$ cat src/rtl/msio_pkg.sv
// ---------------------------------------------------------------------------
// msio_pkg
// Shared definitions for the simple-machine datapath and its I/O engine:
//   - ALU operation codes (alu_op_t)
//   - memory address mux selections (mx_sel_t)
//   - I/O engine states (io_state_t)
//   - fixed instruction-field geometry used to locate cop and the port field
// No ports; imported by msio_alu and msio_datapath.
// ---------------------------------------------------------------------------
package msio_pkg;

    typedef enum logic [2:0] {
        ALU_ADD    = 3'd0,
        ALU_SUB    = 3'd1,
        ALU_AND    = 3'd2,
        ALU_OR     = 3'd3,
        ALU_XOR    = 3'd4,
        ALU_PASS_A = 3'd5,
        ALU_PASS_B = 3'd6,
        ALU_SHL1   = 3'd7
    } alu_op_t;

    typedef enum logic [1:0] {
        MX_PC   = 2'd0,
        MX_ZERO = 2'd1,
        MX_SRC  = 2'd2,
        MX_DST  = 2'd3
    } mx_sel_t;

    typedef enum logic [1:0] {
        IO_IDLE    = 2'd0,
        IO_RD_WAIT = 2'd1,
        IO_WR_WAIT = 2'd2
    } io_state_t;

    // The opcode occupies the top COP_W bits of IR; the port-number field
    // starts immediately below it, so its MSB sits PORT_GAP bits under the
    // word MSB.
    localparam int COP_W    = 4;
    localparam int PORT_GAP = 4;

endpackage

$ cat src/rtl/msio_alu.sv
// ---------------------------------------------------------------------------
// msio_alu
// Purely combinational ALU for the simple-machine datapath.
// Ports:
//   op     in  3       operation code (msio_pkg::alu_op_t encoding)
//   a, b   in  DATA_W  operands
//   result out DATA_W  operation result
//   z      out 1       result is zero
//   n      out 1       result MSB (negative)
//   c      out 1       carry (ADD), borrow (SUB), shifted-out bit (SHL1), else 0
// ---------------------------------------------------------------------------
module msio_alu
    import msio_pkg::*;
#(
    parameter int DATA_W = 16
) (
    input  logic [2:0]        op,
    input  logic [DATA_W-1:0] a,
    input  logic [DATA_W-1:0] b,
    output logic [DATA_W-1:0] result,
    output logic              z,
    output logic              n,
    output logic              c
);

    // SUB reports a borrow, i.e. c=1 exactly when A<B as unsigned numbers,
    // which is the inverse of the raw adder carry of A + ~B + 1.
    always_comb begin
        result = '0;
        c      = 1'b0;
        case (alu_op_t'(op))
            ALU_ADD:    {c, result} = {1'b0, a} + {1'b0, b};
            ALU_SUB: begin
                result = a - b;
                c      = (a < b);
            end
            ALU_AND:    result = a & b;
            ALU_OR:     result = a | b;
            ALU_XOR:    result = a ^ b;
            ALU_PASS_A: result = a;
            ALU_PASS_B: result = b;
            ALU_SHL1: begin
                result = {a[DATA_W-2:0], 1'b0};
                c      = a[DATA_W-1];
            end
            default: begin
                result = '0;
                c      = 1'b0;
            end
        endcase
    end

    assign z = (result == '0);
    assign n = result[DATA_W-1];

endmodule

$ cat src/rtl/msio_datapath.sv
// ---------------------------------------------------------------------------
// msio_datapath
// Datapath of the simple-machine CPU: PC, IR, A, B, ALU, Z/N/C flags and the
// external memory port, plus a registered I/O engine that moves words between
// port_addr and the datapath with valid/ready handshakes. While the engine is
// busy every architectural write (registers, flags, memory) is suppressed.
// Ports:
//   clk, rst                 clock (rising edge), async active-high reset
//   mx_sel[2]                address mux: PC / zero / IR src / IR dst
//   alu_op[3]                ALU operation
//   le                       memory write request
//   pc_w, ir_w, a_w, b_w     register load enables
//   flags_w                  load Z/N/C from the ALU
//   mx_memio                 memory write data: 0=ALU, 1=io_buf
//   io_rd_req, io_wr_req     start input / output transfer
//   cop[4]                   opcode field of IR
//   fz, fn, fc               flags
//   io_busy                  I/O engine not idle
//   mem_addr, mem_we, mem_wdata, mem_rdata   memory port
//   port_addr[PORT_W]        port number latched at request
//   in_data, in_valid, in_ready              input handshake
//   out_data, out_valid, out_ready           output handshake
// ---------------------------------------------------------------------------
module msio_datapath
    import msio_pkg::*;
#(
    parameter int DATA_W = 16,
    parameter int ADDR_W = 7,
    parameter int PORT_W = 5
) (
    input  logic              clk,
    input  logic              rst,
    input  logic [1:0]        mx_sel,
    input  logic [2:0]        alu_op,
    input  logic              le,
    input  logic              pc_w,
    input  logic              ir_w,
    input  logic              a_w,
    input  logic              b_w,
    input  logic              flags_w,
    input  logic              mx_memio,
    input  logic              io_rd_req,
    input  logic              io_wr_req,
    output logic [COP_W-1:0]  cop,
    output logic              fz,
    output logic              fn,
    output logic              fc,
    output logic              io_busy,
    output logic [ADDR_W-1:0] mem_addr,
    output logic              mem_we,
    output logic [DATA_W-1:0] mem_wdata,
    input  logic [DATA_W-1:0] mem_rdata,
    output logic [PORT_W-1:0] port_addr,
    input  logic [DATA_W-1:0] in_data,
    input  logic              in_valid,
    output logic              in_ready,
    output logic [DATA_W-1:0] out_data,
    output logic              out_valid,
    input  logic              out_ready
);

    localparam int SRC_MSB  = 2*ADDR_W - 1;
    localparam int SRC_LSB  = ADDR_W;
    localparam int DST_MSB  = ADDR_W - 1;
    localparam int PORT_MSB = DATA_W - 1 - PORT_GAP;

    localparam logic [ADDR_W-1:0] ADDR_ONE = {{(ADDR_W-1){1'b0}}, 1'b1};

    logic [ADDR_W-1:0] pc;
    logic [DATA_W-1:0] ir;
    logic [DATA_W-1:0] reg_a;
    logic [DATA_W-1:0] reg_b;
    logic [DATA_W-1:0] io_buf;

    logic [DATA_W-1:0] alu_result;
    logic              alu_z;
    logic              alu_n;
    logic              alu_c;

    io_state_t state;
    io_state_t state_next;
    logic      start_rd;
    logic      start_wr;
    logic      rd_done;

    assign cop = ir[DATA_W-1 -: COP_W];

    // Address mux; the PC increment is taken from this mux so that jumps
    // through the IR fields land on (field + 1).
    always_comb begin
        mem_addr = pc;
        case (mx_sel_t'(mx_sel))
            MX_PC:   mem_addr = pc;
            MX_ZERO: mem_addr = '0;
            MX_SRC:  mem_addr = ir[SRC_MSB:SRC_LSB];
            MX_DST:  mem_addr = ir[DST_MSB:0];
            default: mem_addr = pc;
        endcase
    end

    msio_alu #(
        .DATA_W (DATA_W)
    ) u_alu (
        .op     (alu_op),
        .a      (reg_a),
        .b      (reg_b),
        .result (alu_result),
        .z      (alu_z),
        .n      (alu_n),
        .c      (alu_c)
    );

    assign mem_we    = le & ~io_busy;
    assign mem_wdata = mx_memio ? io_buf : alu_result;

    // Architectural registers and flags; all loads are frozen while the I/O
    // engine holds the datapath stalled.
    always_ff @(posedge clk or posedge rst) begin
        if (rst) begin
            pc    <= '0;
            ir    <= '0;
            reg_a <= '0;
            reg_b <= '0;
            fz    <= 1'b0;
            fn    <= 1'b0;
            fc    <= 1'b0;
        end else if (!io_busy) begin
            if (pc_w) pc <= mem_addr + ADDR_ONE;
            if (ir_w) ir <= mem_rdata;
            if (a_w)  reg_a <= mem_rdata;
            if (b_w)  reg_b <= mem_rdata;
            if (flags_w) begin
                fz <= alu_z;
                fn <= alu_n;
                fc <= alu_c;
            end
        end
    end

    // I/O engine state register.
    always_ff @(posedge clk or posedge rst) begin
        if (rst) begin
            state <= IO_IDLE;
        end else begin
            state <= state_next;
        end
    end

    // I/O engine next state and handshake outputs. A read request wins over
    // a simultaneous write request; the write is simply dropped.
    always_comb begin
        state_next = state;
        start_rd   = 1'b0;
        start_wr   = 1'b0;
        rd_done    = 1'b0;
        io_busy    = 1'b1;
        in_ready   = 1'b0;
        out_valid  = 1'b0;
        case (state)
            IO_IDLE: begin
                io_busy = 1'b0;
                if (io_rd_req) begin
                    start_rd   = 1'b1;
                    state_next = IO_RD_WAIT;
                end else if (io_wr_req) begin
                    start_wr   = 1'b1;
                    state_next = IO_WR_WAIT;
                end
            end
            IO_RD_WAIT: begin
                in_ready = 1'b1;
                if (in_valid) begin
                    rd_done    = 1'b1;
                    state_next = IO_IDLE;
                end
            end
            IO_WR_WAIT: begin
                out_valid = 1'b1;
                if (out_ready) begin
                    state_next = IO_IDLE;
                end
            end
            default: begin
                io_busy    = 1'b0;
                state_next = IO_IDLE;
            end
        endcase
    end

    // I/O data registers: port number and outgoing word are captured on the
    // request cycle, so out_data cannot move while out_valid is high.
    always_ff @(posedge clk or posedge rst) begin
        if (rst) begin
            port_addr <= '0;
            out_data  <= '0;
            io_buf    <= '0;
        end else begin
            if (start_rd || start_wr) port_addr <= ir[PORT_MSB -: PORT_W];
            if (start_wr)             out_data  <= mem_rdata;
            if (rd_done)              io_buf    <= in_data;
        end
    end

endmodule

$ cat config.mk
export PLATFORM = sky130hd
export DESIGN_NAME = msio_datapath
export DESIGN_NICKNAME = d
export VERILOG_FILES = /design/src/rtl/msio_pkg.sv /design/src/rtl/msio_alu.sv /design/src/rtl/msio_datapath.sv
export SDC_FILE = /design/constraint.sdc
export NUM_CORES = 1
export LEC_CHECK = 0
export BUFFER_PORTS_ARGS = -buffer_cell sky130_fd_sc_hd__buf_2
export CAP_MARGIN = 20
export CORE_AREA = 2 2 114 116
export DETAILED_ROUTE_END_ITERATION = 16
export DIE_AREA = 0 0 116 118
export MAX_ROUTING_LAYER = met4
export PLACE_DENSITY = 0.9
export SYNTH_ARGS = -nofsm -noshare
export SYNTH_HDL_FRONTEND = slang
export SYNTH_SLANG_ARGS = --single-unit
$ cat constraint.sdc
create_clock -name clk -period 3.7 [get_ports clk]
set_clock_uncertainty 0.2 [all_clocks]
set_input_delay 0.555 -clock clk [delete_from_list [all_inputs] [get_ports clk]]
set_output_delay 0.555 -clock clk [all_outputs]
set_load 0.03 [all_outputs]
**Word-level counts from Yosys, hierarchy flattened**

Index checks and enable logic that the tools add are counted.

- $add $sub $neg: 3
- Multiply operators: 0
- Divide/modulo/power cells: 0
- $lt $le $gt $ge: 1
- Equal/unequal tests: 15
- Shift operators: 0
- Mux-type cells: 19
- Bitwise logic cells: 5
- Reductions and logical operators: 12

Operators with widths:

| kind | number |
|---|---|
| 16-bit case mux with 8 select lines | 1 |
| 7-bit case mux with 4 select lines | 1 |
| 16-bit by 16-bit adder with 17-bit output | 1 |
| 16-bit AND | 1 |
| 16-bit logical NOT | 1 |
| 16-bit < comparator | 1 |
| 16-bit two-way mux | 1 |
| 16-bit bitwise OR | 1 |
| 16-bit subtractor | 1 |
| 16-bit XOR | 1 |
| 3-bit == test, second input constant | 4 |
| 1-bit two-way mux | 10 |
| 2-bit AND reduction | 5 |
| 2-bit two-way mux | 4 |
| 7-bit by 1-bit adder with 7-bit output, second input constant | 1 |
| 2-bit == test, second input constant | 3 |
| 3-bit by 2-bit == test with 1-bit output, second input constant | 2 |
| 2-bit case mux with 3 select lines | 1 |
| 2-bit by 1-bit == test with 1-bit output, second input constant | 2 |
| 2-bit logical NOT | 2 |
| 2-bit != test, second input constant | 2 |
| 3-bit by 1-bit == test with 1-bit output, second input constant | 1 |
| 3-bit logical NOT | 1 |
| 3-bit != test, second input constant | 1 |
| 6 further kinds | 6 |

- Register bits after elaboration: 97
- Latch bits: 0
- RAM bits: 0
- Bits in read-only memories: 0
- Bits of input ports: 50
- Logic and storage cells: 66
- Memories: 0

**Longest topological paths before layout**

Gate-level depths: netlist of run 1.

- Depth after elaboration: 5
- Gate-level depth with buffers: 13
- Depth with buffers taken out: 13

**Cells and area by module**

From an unflattened synthesis of run 1, not the netlist that was laid out.

- Cells, all modules: 780
- Area total of the unflattened synthesis: 7,460.9 µm²

Modules (own cells, without submodules):

| module | instances | cells each | area an instance (µm²) |
|---|---|---|---|
| msio_datapath | 1 | 319 | 4,217.8 |
| msio_alu | 1 | 461 | 3,243.1 |

**Worst setup path after synthesis of run 1**

OpenSTA, ideal clock, no wires.

- Kind: register to output
- Start point: register reg_a[1]
- End point: output mem_wdata[15]
- Data arrival time: 2,968 ps
- Required time: 2,945 ps
- Setup slack: -23 ps
- Stages on the path, launching flop included: 11
- Path buffers: 0
- Cell sequence: dfrtp_1 > inv_1 > ha_1 > or2_2 > a221oi_1 > o211a_1 > o21ai_0 > o41ai_1 > mux2i_1 > a21oi_1 > mux2i_1

- Cells in the longest elaborated chain, start to end: 3
- Elaborated cells between the ends (all ways): 4

RTL lines:

| what | RTL line | text |
|---|---|---|
| start: declaration | msio_datapath.sv:71 | `logic [DATA_W-1:0] reg_a;` |
| start signal: assignment | msio_datapath.sv:130 | `if (a_w) reg_a <= mem_rdata;` |
| 16-bit subtractor / 16-bit by 16-bit adder with 17-bit output (equally long branches) | msio_alu.sv:34, msio_alu.sv:32 |  |
| 16-bit case mux with 8 select lines * | msio_alu.sv:31 | `case (alu_op_t'(op))` |
| 16-bit two-way mux * | msio_datapath.sv:114 | `assign mem_wdata = mx_memio ? io_buf : alu_result;` |
| end: declaration | msio_datapath.sv:51 | `output logic [DATA_W-1:0] mem_wdata,` |

Mark *: on every way between the ends. The rest lies on a longest branch, timed or not.

**Worst setup path in the final report of run 1**

- Start point: register reg_b[0]
- End point: output mem_wdata[14]

- Cells in the longest elaborated chain, start to end: 3
- Elaborated cells between the ends (all ways): 4

RTL lines:

| what | RTL line | text |
|---|---|---|
| start: declaration | msio_datapath.sv:72 | `logic [DATA_W-1:0] reg_b;` |
| start signal: assignment | msio_datapath.sv:131 | `if (b_w) reg_b <= mem_rdata;` |
| 16-bit subtractor / 16-bit by 16-bit adder with 17-bit output (equally long branches) | msio_alu.sv:34, msio_alu.sv:32 |  |
| 16-bit case mux with 8 select lines * | msio_alu.sv:31 |  |
| 16-bit two-way mux * | msio_datapath.sv:114 |  |

Marked as above.

==> key figures, run 1 <==
Floorplanning
  – Die area: 13,690 µm²
  – Die Width: 116 µm
  – Die height: 118 µm
  – Core box area: 12,410 µm²
  – Starting Density: 0.5796
  – Top-level I/O count: 105
  – Std-Cell Rows: 41

Synthesis
  – Async SR Flop Fraction: 1.000
  – Yosys reg bits: 97
  – Number of synthesized flops with an enable pin: 0
  – Post-synthesis cell type count: 80
  – Register area share after synthesis: 0.3373
  – Most used DFF post-synth: dfrtp_1
  – Ys Warns: 0
  – Syn_area_per_cell: 9.620 µm²
  – Syn Nets: 852
  – Synthesized instance count: 748
  – Synth Cell Area: 7196 µm²

Timing
  – Tmin final: 3.987 ns
  – Tightest Pin Transition: 0.8784 ns
  – Final TNS setup: -1.141 ns
  – Final Cycle Share: 1.077
  – Final Slew Violations: 0
  – Slew HR: 0.4126
  – Max Fclk: 250.8 MHz
  – RSZ-0062 raised after global routing: yes
  – Final Hold Fails: 0
  – Worst setup margin: -0.2866 ns
  – Finish-stage setup viols: 9

Final layout
  – Area Growth Syn to Fin: 23.96%
  – Layout cells sized above 1: 0.4020
  – Most frequent cells in the layout: 97 x dfrtp_1, 94 x buf_2, 86 x mux2_2, 76 x buf_4, 58 x nand2_1
  – Final nets: 992
  – Commonest non-fill, non-tap cell in the layout: dfrtp_1
  – Final core occ: 0.7185
  – Antenna diodes: 0

Drt
  – DR WL/cell: 18.93 µm
  – Post-DRT Antenna Nets: 0
  – DRT Wirelength: 20.16 mm
  – Initial DRC count: 607
  – Vias per cell: 6.067
  – Drt first pass iters: 5
  – Vias after detailed routing: 6,461
  – DRC viols: 0

Clock network
  – Clock transition at the registers of the reported paths: 0.07 ns
  – Worst-case clock buffer depth: 2
  – Hold buffer count at cts: 0
  – CTS Root Cell: clkbuf_16
  – CTS tree: built
  – Cts bufs inserted: 9
  – Clk Latency, worst-skew pair: 0.36 ns
  – Clock sink count: 97
  – # H-tree levels: 3

Critical path
  – Slowest cell on crit path: dfrtp_1
  – Worst setup SP type: flop
  – Crit Path Class: reg -> out
  – Crit path cell chain: ha_2, fa_2, a21o_1, a311o_1, a211oi_2, buf_4, nor4_1, o32ai_1, o21ai_2, mux2_4, buf_6
  – Delay of the slowest critical-path stage: 0.42 ns
  – CP Max Fanout: 3
  – Critical path data arrival time: 3.23 ns
  – Crit path required time: 2.94 ns
  – Setup crit end kind: output port

Job
  – Maxcap violations: 0

Outcome
  – Violated checks: setup timing
  – Run status: finished, violations left

Global routing
  – First-pass GRT wire length: 32.27 mm
  – Via count of the first global-routing pass: 6,276
  – Grt total ovfl: 0
  – Global Route Usage Sum: 0.3086
  – Initial antenna violation count: 0
  – Largest net degree at the start of global routing: 73

Place
  – PortBufs: 104
  – DP HPWL: 14.61 mm
  – GP Congestion: 0.9952

Hold path
  – Worst hold-check path type: in -> async
through the flow:
stage	std cells	area [µm²]	hold WS (ns)	setup WS [ns]
3_3_place_gp	1019	8045	0.2561	0.01429
5_1_grt	1065	8920	0.2260	-0.3427
6_report	1065	8920	0.1858	-0.2866
4_1_cts	1061	8732	0.2133	-0.2308
3_5_place_dp	1019	8045	0.2708	-0.001669
2_1_floorplan	748	7199	0.2502	0.08596
cell families after synthesis:
family | count (synthesis) | share of synthesized area
AOI/OAI and AO/OA | 190 | 0.1803
and+or+nand+nor | 180 | 0.1229
muxes | 111 | 0.1890
buffers and inverters | 106 | 0.06225
DFF | 97 | 0.3373
adders and majority gates | 54 | 0.09598
xor gates and xnor gates | 10 | 0.01217
state kept, by name (all words and copies together), names as in the netlist:
| register | cells |
|---|---|
| state | 2 |
| fn | 1 |
| io_buf | 16 |
| reg_b | 16 |
| fc | 1 |
| ir | 16 |
| port_addr | 5 |
| reg_a | 16 |
| pc | 7 |
| out_data | 16 |
| fz | 1 |
cell type report:
type,instances,area (µm²)
multi-input combinational,545,4623
fill,896,3495
sequential,97,2427
timing repair buffer,177,1132
clock buffer,9,225.2
inverter,58,224.0
tap,172,215.2
clock inverter,7,72.57
layer usage:
metal,up-vias,wire length (µm),part of all wire,track usage
met5,-,0,0,-
met4,0,552,0.027,0.09524
met3,59,1647,0.082,0.05716
met2,327,9473,0.47,0.4788
met1,3096,8484,0.42,0.4119
li1,2979,-,-,-
cells in the mapped netlist, types with 6 or more instances:
library cell | instances | area share
a21oi_1 | 40 | 0.028
a22o_1 | 7 | 0.0085
a22oi_1 | 8 | 0.0083
buf_2 | 13 | 0.0090
clkbuf_1 | 27 | 0.014
dfrtp_1 | 97 | 0.34
ha_1 | 52 | 0.090
inv_1 | 56 | 0.029
mux2_2 | 89 | 0.14
mux2i_1 | 11 | 0.015
mux4_2 | 11 | 0.034
nand2_1 | 59 | 0.031
nand2b_1 | 11 | 0.0096
nand3_1 | 11 | 0.0077
nor2_1 | 42 | 0.022
nor2b_1 | 13 | 0.011
nor3_1 | 12 | 0.0083
o21ai_0 | 58 | 0.040
o22ai_1 | 6 | 0.0052
xnor2_1 | 7 | 0.0085
worst max-delay path: cells and delay by family (launching register included):
kind | cells | cell delay, ns
and+or+nand+nor | 1 | 0.04
adders and majority gates | 2 | 0.56
DFF | 1 | 0.42
AOI/OAI and AO/OA | 5 | 1.24
muxes | 1 | 0.30
buffers and inverters | 2 | 0.30
final timing paths:
| kind | endpoint | slack, ns | startpoint | depth (start not counted) |
|---|---|---|---|---|
| max in group asynchronous | pc[3]$_DFFE_PP0P_ | 2.37 | rst | 3 |
| setup reg to reg | fc$_DFFE_PP0P_ | 0.13 | reg_b[0]$_DFFE_PP0P_ | 17 |
| setup / recovery | mem_wdata[14] | -0.29 | reg_b[0]$_DFFE_PP0P_ | 11 |
| hold / removal | out_data[8]$_DFFE_PP0P_ | 0.19 | rst | 2 |
| min in group clk | io_buf[11]$_DFFE_PP0P_ | 0.22 | in_data[11] | 2 |
| hold reg to reg | pc[4]$_DFFE_PP0P_ | 0.29 | pc[4]$_DFFE_PP0P_ | 2 |
what timing repair did:
| item | CTS | global route |
|---|---|---|
| setup endpoints to repair | 10 | 13 |
| pin swaps | 23 | 20 |
| setup buffers | 26 | 6 |
| resized for setup | 50 | 35 |
Power of run 1 is not shown: default switching activity piles up to over one toggle a cycle in this logic, so the estimate is an artifact.
==> run 2, diff against run 1 <==
- SETUP_SLACK_MARGIN: unset -> 0.02
==> key figures, run 2 (synthesis gave the netlist of run 1 again) <==
Critical path
  – CP Max Fanout: 3 (unchanged)
  – Crit Path Class: reg -> out
  – Crit path required time: 2.94 ns (about the same)
  – Critical path data arrival time: 3.23 ns (about the same)
  – Worst setup SP type: flop
  – Setup crit end kind: output port

Place
  – GP Congestion: 0.9952 (unchanged)
  – DP HPWL: 14.61 mm (unchanged)
  – Placed inst area: 8045 µm² (unchanged)
  – PortBufs: 104 (unchanged)

Drt
  – DRT Wirelength: 20.13 mm (-0.16%)
  – Post-DRT Antenna Nets: 0 (unchanged)
  – DRC viols: 0 (unchanged)
  – DR WL/cell: 18.90 µm (-0.16%)
  – Vias per cell: 6.077 (+0.17%)
  – Vias after detailed routing: 6,472 (+0.17%)
  – Drt first pass iters: 8 (+3)
  – Initial DRC count: 604 (-0.49%)

Final layout
  – Final core occ: 0.7185 (unchanged)
  – Commonest non-fill, non-tap cell in the layout: dfrtp_1
  – Antenna diodes: 0 (unchanged)
  – Area Growth Syn to Fin: 23.96% (unchanged)
  – Most frequent cells in the layout: 97 x dfrtp_1, 94 x buf_2, 86 x mux2_2, 76 x buf_4, 58 x nand2_1
  – Finished layout cell area: 8920 µm² (unchanged)
  – Layout cells sized above 1: 0.4020 (unchanged)
  – Final nets: 992 (unchanged)

Global routing
  – Largest net degree at the start of global routing: 73 (unchanged)
  – First-pass GRT wire length: 32.27 mm (unchanged)
  – Grt total ovfl: 0 (unchanged)
  – Initial antenna violation count: 0 (unchanged)
  – Global Route Usage Sum: 0.3086 (unchanged)
  – Via count of the first global-routing pass: 6,276 (unchanged)

Timing
  – Worst setup margin: -0.2867 ns (-0.0001090 ns)
  – Final Hold Fails: 0 (unchanged)
  – Tmin final: 3.987 ns (+0.0001090 ns)
  – Tightest Pin Transition: 0.8830 ns (+0.004606 ns)
  – RSZ-0062 raised after global routing: yes
  – Final Cycle Share: 1.077 (about the same)
  – Final Slew Violations: 0 (unchanged)
  – Max Fclk: 250.8 MHz (about the same)
  – Slew HR: 0.4096 (-0.003079)
  – Finish-stage setup viols: 9 (unchanged)

Clock network
  – CTS Root Cell: clkbuf_16
  – Clock transition at the registers of the reported paths: 0.07 ns (about the same)
  – Clock sink count: 97 (unchanged)
  – CTS tree: built
  – Worst-case clock buffer depth: 2 (unchanged)
  – # H-tree levels: 3 (unchanged)
  – Cts bufs inserted: 9 (unchanged)
  – Hold buffer count at cts: 0 (unchanged)
  – Clk Latency, worst-skew pair: 0.36 ns (about the same)

Outcome
  – Violated checks: setup timing
  – Run status: finished, violations left

Floorplanning
  – Die area: 13,690 µm² (unchanged)
  – Std-Cell Rows: 41 (unchanged)
  – Die height: 118 µm (unchanged)
  – Starting Density: 0.5796 (unchanged)
  – Core box area: 12,410 µm² (unchanged)
  – Top-level I/O count: 105 (unchanged)
  – Die Width: 116 µm (unchanged)

Hold path
  – Worst hold-check path type: in -> async

Job
  – Maxcap violations: 0 (unchanged)
## run 2: cell counts in the layout (fill, tap and decap cells not counted)
Identical to the previous run, type by type.
## run 2: path summary, 6_finish.rpt
kind | startpoint | to | slack (ns) | cells after the start
setup / recovery | reg_b[0]$_DFFE_PP0P_ | mem_wdata[14] | -0.29 | 11
hold / removal | rst | out_data[8]$_DFFE_PP0P_ | 0.18 | 2
setup reg to reg | reg_b[0]$_DFFE_PP0P_ | fc$_DFFE_PP0P_ | 0.13 | 17
hold reg to reg | pc[4]$_DFFE_PP0P_ | pc[4]$_DFFE_PP0P_ | 0.29 | 2
max in group asynchronous | rst | pc[3]$_DFFE_PP0P_ | 2.37 | 3
min in group clk | in_data[11] | io_buf[11]$_DFFE_PP0P_ | 0.22 | 2
## run 2: stage by stage
stage / instances / hold WS, ns / setup slack, ns / setup TNS (ns)
final: 1065 / 0.1810 / -0.2867 / -1.156
after detailed placement: 1019 / 0.2708 / -0.001669 / -0.001669
after CTS: 1061 / 0.2133 / -0.2308 / -1.276
after global placement: 1019 / 0.2561 / 0.01429 / 0
after floorplan: 748 / 0.2502 / 0.08596 / 0
after global routing: 1065 / 0.2260 / -0.3427 / -2.164
## run 2: layout make-up
class                           instances  area (µm²)
Timing Repair Buffer                  177        1132
Tap cell                              172       215.2
Multi-Input combinational cell        545        4623
Clock inverter                          7       72.57
Fill cell                             896        3495
Sequential cell                        97        2427
Clock buffer                            9       225.2
Inverter                               58       224.0
## run 2: per-layer routing
metal | global-route usage | part of all wire | vias to the layer above
li1 | - | - | 2980
met2 | 0.4788 | 0.47 | 342
met4 | 0.09524 | 0.027 | 0
met3 | 0.05716 | 0.083 | 57
met1 | 0.4119 | 0.42 | 3093
met5 | - | 0 | -
## run 2: worst max-delay path, stage by stage, from the launching register on
cell      delay [ns]
dfrtp_1         0.42
ha_2            0.21
fa_2            0.35
a21o_1          0.18
a311o_1         0.38
a211oi_2        0.27
buf_4           0.16
nor4_1          0.04
o32ai_1         0.29
o21ai_2         0.12
mux2_4          0.30
buf_6           0.14
## run 2: what timing repair did
action,CTS,global route
pin swaps,23,20
endpoints found under the hold margin,0,0
resized for setup,51,35
buffers inserted,26,6
setup endpoints to repair,11,12
Power of run 2 is left out for the same reason.
